<file path="config.mk">
export PLATFORM = sky130hd
export DESIGN_NAME = rc_osc_mon
export DESIGN_NICKNAME = d
export VERILOG_FILES = /design/src/rtl/rc_osc_mon_pkg.sv /design/src/rtl/rc_osc_sync.sv /design/src/rtl/rc_osc_mon.sv
export SDC_FILE = /design/constraint.sdc
export NUM_CORES = 1
export LEC_CHECK = 0
export BUFFER_PORTS_ARGS = -buffer_cell sky130_fd_sc_hd__buf_2
export CAP_MARGIN = 20
export CORE_MARGIN = 2
export CORE_UTILIZATION = 60
export CTS_CLUSTER_DIAMETER = 60
export DETAILED_ROUTE_END_ITERATION = 10
export PLACE_DENSITY_LB_ADDON = 0.05
export SLEW_MARGIN = 20
export SYNTH_ARGS = -nofsm -noshare
export SYNTH_HDL_FRONTEND = slang
export SYNTH_SLANG_ARGS = --single-unit
</file>
<file path="constraint.sdc">
create_clock -name ck -period 6 [get_ports ck]
set_input_delay 0.6 -clock ck [delete_from_list [all_inputs] [get_ports ck]]
set_output_delay 0.6 -clock ck [all_outputs]
set_load 0.02 [all_outputs]
</file>
<file path="src/rtl/rc_osc_mon_pkg.sv">
// Shared types and default parameters for the brownout RC oscillator monitor.
package rc_osc_mon_pkg;

  typedef enum logic [1:0] {
    IDLE,
    START,
    MEAS,
    EVAL
  } state_t;

  localparam int DEF_SYNC_STAGES    = 2;
  localparam int DEF_STARTUP_CYCLES = 256;
  localparam int DEF_WIN_CYCLES     = 1000;
  localparam int DEF_CNT_W          = 16;
  localparam int DEF_MIN_EDGES      = 40;
  localparam int DEF_MAX_EDGES      = 60;
  localparam int DEF_OK_WINDOWS     = 2;

  localparam logic [DEF_CNT_W-1:0] CNT_SAT = {DEF_CNT_W{1'b1}};

endpackage

</file>
<file path="src/rtl/rc_osc_sync.sv">
// Synchronizes the asynchronous oscillator clock into ck and flags its rising edges.
module rc_osc_sync #(
  parameter int SYNC_STAGES = 2
) (
  input  logic ck,
  input  logic resetb,
  input  logic osc_ck,
  output logic rise
);

  logic [SYNC_STAGES-1:0] r_sync;
  logic                   r_prev;

  always_ff @(posedge ck) begin
    if (!resetb) begin
      r_sync <= '0;
      r_prev <= 1'b0;
    end else begin
      r_sync <= {r_sync[SYNC_STAGES-2:0], osc_ck};
      r_prev <= r_sync[SYNC_STAGES-1];
    end
  end

  assign rise = r_sync[SYNC_STAGES-1] & ~r_prev;

endmodule

</file>
<file path="src/rtl/rc_osc_mon.sv">
// RC oscillator supervisor: enable, start-up wait, then continuous windowed edge counting and range qualification.
module rc_osc_mon
  import rc_osc_mon_pkg::*;
#(
  parameter int SYNC_STAGES    = DEF_SYNC_STAGES,
  parameter int STARTUP_CYCLES = DEF_STARTUP_CYCLES,
  parameter int WIN_CYCLES     = DEF_WIN_CYCLES,
  parameter int CNT_W          = DEF_CNT_W,
  parameter int MIN_EDGES      = DEF_MIN_EDGES,
  parameter int MAX_EDGES      = DEF_MAX_EDGES,
  parameter int OK_WINDOWS     = DEF_OK_WINDOWS
) (
  input  logic             ck,
  input  logic             resetb,
  input  logic             dvdd,
  input  logic             dvss,
  input  logic             ena,
  input  logic             osc_ck,
  output logic             osc_ena,
  output logic [CNT_W-1:0] osc_cnt,
  output logic             cnt_vld,
  output logic             osc_ok,
  output logic             osc_fast,
  output logic             osc_slow
);

  localparam int TMR_MAX = (STARTUP_CYCLES > WIN_CYCLES) ? STARTUP_CYCLES : WIN_CYCLES;
  localparam int TMR_W   = $clog2(TMR_MAX + 1);
  localparam int GOOD_W  = $clog2(OK_WINDOWS + 1);
  localparam logic [CNT_W-1:0] EDGE_SAT = {CNT_W{1'b1}};

  state_t              r_state;
  logic [TMR_W-1:0]    r_tmr;
  logic [CNT_W-1:0]    r_edge;
  logic [GOOD_W-1:0]   r_good;
  logic                w_rise;
  logic                w_fast;
  logic                w_slow;
  logic                w_in_range;
  logic [GOOD_W-1:0]   w_good_inc;
  logic                w_unused_supply;

  assign w_unused_supply = dvdd ^ dvss;

  rc_osc_sync #(
    .SYNC_STAGES(SYNC_STAGES)
  ) u_sync (
    .ck    (ck),
    .resetb(resetb),
    .osc_ck(osc_ck),
    .rise  (w_rise)
  );

  always_comb begin
    w_fast     = int'(r_edge) > MAX_EDGES;
    w_slow     = int'(r_edge) < MIN_EDGES;
    w_in_range = !w_fast && !w_slow;
    w_good_inc = (r_good == GOOD_W'(OK_WINDOWS)) ? r_good : r_good + GOOD_W'(1);
  end

  always_ff @(posedge ck) begin
    if (!resetb) begin
      r_state  <= IDLE;
      r_tmr    <= '0;
      r_edge   <= '0;
      r_good   <= '0;
      osc_ena  <= 1'b0;
      osc_cnt  <= '0;
      cnt_vld  <= 1'b0;
      osc_ok   <= 1'b0;
      osc_fast <= 1'b0;
      osc_slow <= 1'b0;
    end else if (!ena) begin
      r_state  <= IDLE;
      r_edge   <= '0;
      r_good   <= '0;
      osc_ena  <= 1'b0;
      cnt_vld  <= 1'b0;
      osc_ok   <= 1'b0;
      osc_fast <= 1'b0;
      osc_slow <= 1'b0;
    end else begin
      cnt_vld <= 1'b0;
      case (r_state)
        IDLE: begin
          r_state <= START;
          r_tmr   <= TMR_W'(STARTUP_CYCLES);
        end
        START: begin
          osc_ena <= 1'b1;
          if (r_tmr == '0) begin
            r_state <= MEAS;
            r_tmr   <= TMR_W'(WIN_CYCLES - 1);
            r_edge  <= '0;
          end else begin
            r_tmr <= r_tmr - TMR_W'(1);
          end
        end
        MEAS: begin
          if (w_rise && (r_edge != EDGE_SAT)) r_edge <= r_edge + CNT_W'(1);
          if (r_tmr == '0) r_state <= EVAL;
          else             r_tmr   <= r_tmr - TMR_W'(1);
        end
        EVAL: begin
          r_state  <= MEAS;
          r_tmr    <= TMR_W'(WIN_CYCLES - 1);
          osc_cnt  <= r_edge;
          cnt_vld  <= 1'b1;
          osc_fast <= w_fast;
          osc_slow <= w_slow;
          if (w_in_range) begin
            r_good <= w_good_inc;
            osc_ok <= (w_good_inc == GOOD_W'(OK_WINDOWS));
          end else begin
            r_good <= '0;
            osc_ok <= 1'b0;
          end
          // An edge seen during EVAL opens the next window's count so none is lost.
          r_edge <= CNT_W'(w_rise);
        end
        default: r_state <= IDLE;
      endcase
    end
  end

endmodule
</file>
Word-level counts from Yosys, hierarchy flattened
Index checks and enable logic that the tools add are counted.
Widths: inputs -> output; s select.

operators by class
  magnitude comparators = 2
  add/subtract/negate cells = 3
  bitwise gates (word level) = 2
  muxes and demuxes = 13
  reduce and logical (&&, ||, !) cells = 12
  equal/unequal tests = 10

operators by type and width
  kind                   number
  $pmux 16 s3            1
  $pmux 10 s4            1
  $mux 16                2
  $mux 10                2
  $add 16x1->16 const B  1
  $gt 16x6->1 const B    1
  $lt 16x6->1 const B    1
  $ne 16x16->1 const B   1
  $logic_not 10->1       1
  $sub 10x1->10 const B  1
  $eq 2x2->1 const B     4
  $mux 2                 4
  $ne 2x2->1 const B     4
  $pmux 2 s4             1
  $reduce_and 2->1       4
  $reduce_and 3->1       1
  $reduce_bool 3->1      1
  $add 2x1->2 const B    1
  $eq 2x1->1 const B     1
  $logic_and 1x1->1      2
  $logic_not 1->1        2
  $logic_not 2->1        1
  $mux 1                 2
  $and 1x1->1            1
  $not 1->1              1

word-level totals
  input port bits = 6
  flip-flop bits (word level) = 54
  word-level logic and storage cells = 54

Depth between registers and ports, before layout
  depth after elaboration = 5
  gate-level depth with buffers = 7
  depth with buffers taken out = 7

By module
Synthesis repeated with hierarchy kept, for this count alone.

unflattened totals
  cell total of the unflattened synthesis = 309
  area total of the unflattened synthesis = 2543.7 um2

modules (own cells, without submodules)
  module       times used  sequential area each (um2)  area an instance (um2)  cells an instance
  rc_osc_mon   1           1001.0                      2451.1                  302
  rc_osc_sync  1           60.1                        92.6                    7

Worst setup path after synthesis
OpenSTA, ideal clock, no wires.

  path kind = flip-flop to flip-flop
  start = reg r_edge[1]
  end = reg r_edge[15]
  stages on the path, launching flop included = 7
  library setup time = 0.123 ns
  data arrival time = 1.870 ns
  path slack = 4.007 ns
  required time = 5.877 ns
  cell sequence = dfxtp_1 -> ha_1 -> nand4_1 -> nor4_2 -> nor4_4 -> nand4_1 -> mux2_1

between the ends
  cells in the longest elaborated chain, start to end = 4
  elaborated cells on any way between the ends = 7
  those cells by class = add/sub (1); eq/ne (2); mux (2); reduce/logical (2)

ends and longest elaborated chain
  item                                                                   line               source
  start, declared                                                        rc_osc_mon.sv:34   logic [CNT_W-1:0] r_edge;
  start signal, assigned                                                 rc_osc_mon.sv:100  if (w_rise && (r_edge != EDGE_SAT)) r_edge <= r_edge + CNT_W'(1);
  start signal, assigned                                                 rc_osc_mon.sv:119  r_edge <= CNT_W'(w_rise);
  parallel branches: the longest is 4 deep, another holds $add 16x1->16  -

Several ways; the timed one is not identified. The select of a mux whose other input is x is not followed.
A chain may end at the register's enable or synchronous reset.

Worst setup path in the final report
  start = reg r_state[0]
  end = reg r_edge[11]

between the ends
  cells in the longest elaborated chain, start to end = 3
  elaborated cells on any way between the ends = 8
  those cells by class = eq/ne (5); mux (1); reduce/logical (2)

ends and longest elaborated chain
  item                                                       line              source
  start, declared                                            rc_osc_mon.sv:32  state_t r_state;
  start signal, assigned                                     rc_osc_mon.sv:63  r_state <= IDLE;
  start signal, assigned                                     rc_osc_mon.sv:74  r_state <= IDLE;
  start signal, assigned                                     rc_osc_mon.sv:86  r_state <= START;
  $eq 2x2->1 or $eq 2x1->1 (tied branches)                   rc_osc_mon.sv:84  case (r_state)
  $ne 2x2->1 (no line) or $reduce_bool 3->1 (tied branches)  -
  $reduce_and 3->1 (no line)                                 -

Several ways; a longest one is shown, not always the timed one.

==> flow_metrics.py <==
metrics = {
    "timing": {
        "hold_viol": 0,
        "clock_skew_ns": 0.01221,
        "setup_viol": 0,
        "slew_viol_final": 0,
        "fmax_mhz": 390.7,
        "rsz0062_at_grt": "no",
        "period_share_pct": 42.66,
        "fin_setup_tns_ns": 0,
        "tightest_slew_ns": 0.9907,
        "final.min_clock_period_ns": 2.560,
        "relSlewSlack_pct": 33.40,
    },
    "floorplanning": {
        "core_area_um2": 4264,
        "die_h_um": 70.05,
        "num_rows": 24,
        "start_util_pct": 61.38,
        "io_pins": 27,
        "dieArea_um2": 4907,
        "die_x_um": 70.05,
    },
    "drt": {
        "vias": 2311,
        "wl_met2_mm": 2.467,
        "met3_length_um": 390,
        "drc": 0,
        "drt-met1-wl_mm": 2.805,
        "topRoutingLayerUsed": "met4",
        "ant_nets": 0,
        "firstDrtPassIters": 4,
        "avgViaCountPerCell": 5.851,
        "wl_per_cell_um": 14.50,
        "drt_iter0_drc": 218,
        "drt_wl_total_mm": 5.729,
    },
    "global_route": {
        "grt_max_degree": 21,
        "grt_pass1_vias": 2043,
        "track_usage_pct": 25.04,
        "antenna_found_initial": 0,
        "gr-total-overflow": 0,
        "grt_pass1_wl_mm": 9.936,
    },
    "clocking": {
        "path_clk_slew_ns": 0.10,
        "post_cts_buffers": 0,
        "cts_tree": "yes",
        "clock_path_buffers": 2,
        "cts-resized-gates": 0,
        "hold_buffers": 0,
        "cts_max_level": 2,
        "cts_sinks": 53,
        "cts_buffers": 5,
        "cts-root-buf": "clkbuf_8",
        "clk_latency_ns": 0.32,
    },
    "final_layout": {
        "fin_area_um2": 2864,
        "drive_above_1_share_pct": 11.95,
        "finalNetCount": 353,
        "antenna-diode-count": 0,
        "layout_common_cells": "nand2_1, dfxtp_1, nor2_1",
        "multiInputGateArea_um2": 1458,
        "register_area_um2": 1061,
        "mostFrequentLayoutCell": "nand2_1",
        "fillers": 384,
        "area_growth_pct": 9.417,
    },
    "setup_path": {
        "cp_max_fo": 18,
        "worstSetupEndpointType": "flop",
        "reg2reg_setup_slack_ns": 3.44,
        "start_kind": "flop",
        "crit_start": "r_state[0]",
        "arrival_ns": 2.82,
        "reg2regPathDepth": 5,
        "cp_data_required_time_ns": 6.26,
        "r2r-end": "r_edge[11]",
        "endpoint": "r_edge[11]",
        "crit_type": "reg2reg",
        "r2r_start": "r_state[0]",
    },
    "pwr": {
        "p_clk_share_pct": 34.7,
        "p_int_uw": 523.9,
        "p_sw_share_pct": 28.34,
        "ir_drop_mv": 0.2318,
        "leakagePower_nw": 1.058,
        "p_per_area_nw_per_um2": 255.3,
        "pwr-share-comb_pct": 14.4,
        "seqPwrFrac_pct": 50.9,
        "p_switching_uw": 207.1,
    },
    "synthesis": {
        "avgSynthCellArea_um2": 8.029,
        "post_synth_inst_count": 326,
        "ys_seq_area_share_pct": 40.54,
        "yosys_warnings": 0,
        "synth_cell_types": 49,
        "netlist_area_um2": 2618,
        "syn_nets": 337,
        "ys.flop_type": "dfxtp_1",
        "synth-seq-cells": 53,
        "async_flop_share_pct": 0,
        "synth_edf_count": 0,
    },
    "place": {
        "dp_hpwl_mm": 4.123,
        "placed_cell_area_um2": 2745,
        "gp_congestion": 0.8921,
        "portBuffers": 24,
    },
    "outcome": {
        "status": "completed",
    },
    "run": {
        "drv_cap": 0,
    },
    "worst_hold_path": {
        "hold_path.class": "reg2reg",
    },
}
-- power by group through the flow --
stage / Clock (mW) / Sequential (mW) / Combinational [mW]
floorplan: 0 / 0.375 / 0.0851
global placement: 0 / 0.380 / 0.101
detailed placement: 0 / 0.380 / 0.103
CTS: 0.257 / 0.372 / 0.104
global route: 0.271 / 0.374 / 0.118
finish: 0.254 / 0.372 / 0.105
-- Yosys cell counts (4+ instances only) --
cell	instances	area share (%)
nor4_1	11	2.6
and2_1	7	1.7
ha_1	5	2.4
clkbuf_1	13	1.9
nand4_1	10	2.4
a21oi_1	25	4.8
dfxtp_1	53	41
inv_1	11	1.6
nor2_1	27	3.9
xnor2_1	8	2.7
nor2b_1	4	0.96
nand2_1	61	8.7
nand3_1	13	2.5
o21ai_0	13	2.5
or4_1	6	1.7
and3_1	8	1.9
-- kinds of logic after synthesis --
family,count (synthesis),share of synthesized area [%]
AND/OR/NAND/NOR,165,32.89
flip-flops,53,40.54
XOR/XNOR,9,3.012
AO/OA/AOI/OAI,66,16.59
buffers and inverters,26,3.776
adder cells (fa/ha/maj),6,2.772
multiplexers,1,0.4302
-- sequential cells by signal, summed over array words and instances, names as in the netlist --
register       flops
cnt_vld            1
osc_cnt           16
osc_ena            1
osc_fast           1
osc_ok             1
osc_slow           1
r_edge            16
r_good             1
r_state            2
r_tmr             10
u_sync.r_prev      1
u_sync.r_sync      2
-- worst min-delay path by stage --
stage          slack, ns  depth (start not counted)              from               end
5_1_grt             0.48                          2        osc_cnt[0]        osc_cnt[0]
3_3_place_gp        0.42                          1  u_sync.r_sync[0]  u_sync.r_sync[1]
4_1_cts             0.45                          1  u_sync.r_sync[0]  u_sync.r_sync[1]
3_5_place_dp        0.43                          1  u_sync.r_sync[0]  u_sync.r_sync[1]
6_report            0.45                          1  u_sync.r_sync[0]  u_sync.r_sync[1]
2_1_floorplan       0.41                          1  u_sync.r_sync[0]  u_sync.r_sync[1]
-- per-stage QoR --
stage	total power [mW]	utilization [%]	cells	worst slack, ns	hold slack [ns]
after floorplan	0.4603	-	326	4.007	0.4119
after global placement	0.4816	64.38	387	3.567	0.4187
after detailed placement	0.4833	64.38	387	3.513	0.4269
after CTS	0.7330	67.17	395	3.470	0.4533
after global routing	0.7632	67.17	395	3.258	0.4801
final	0.7311	67.17	395	3.440	0.4495
-- area by class of cell --
type                    instances  share of cell area (%)
multi-input cells             247                   50.90
flip-flops and latches         53                   37.05
repair buffers                 24                   4.194
clock buffers                   5                   2.403
well taps                      52                   2.272
clock inverters                 3                   1.747
inverters                      11                   1.442
-- per-layer routing --
layer	up-vias	global-route usage, %
li1	1197	-
met2	76	35.24
met5	-	0
met1	1031	38.86
met4	0	7.051
met3	7	4.762
-- critical path: stages (launching register included) --
cell and delay, ns:
dfxtp_1 0.52, and2_1 0.37, a41oi_1 0.49, nand2_1 0.45
or4_1 0.60, nand2_1 0.08
Note: power is estimated with default switching activity, not from simulation.
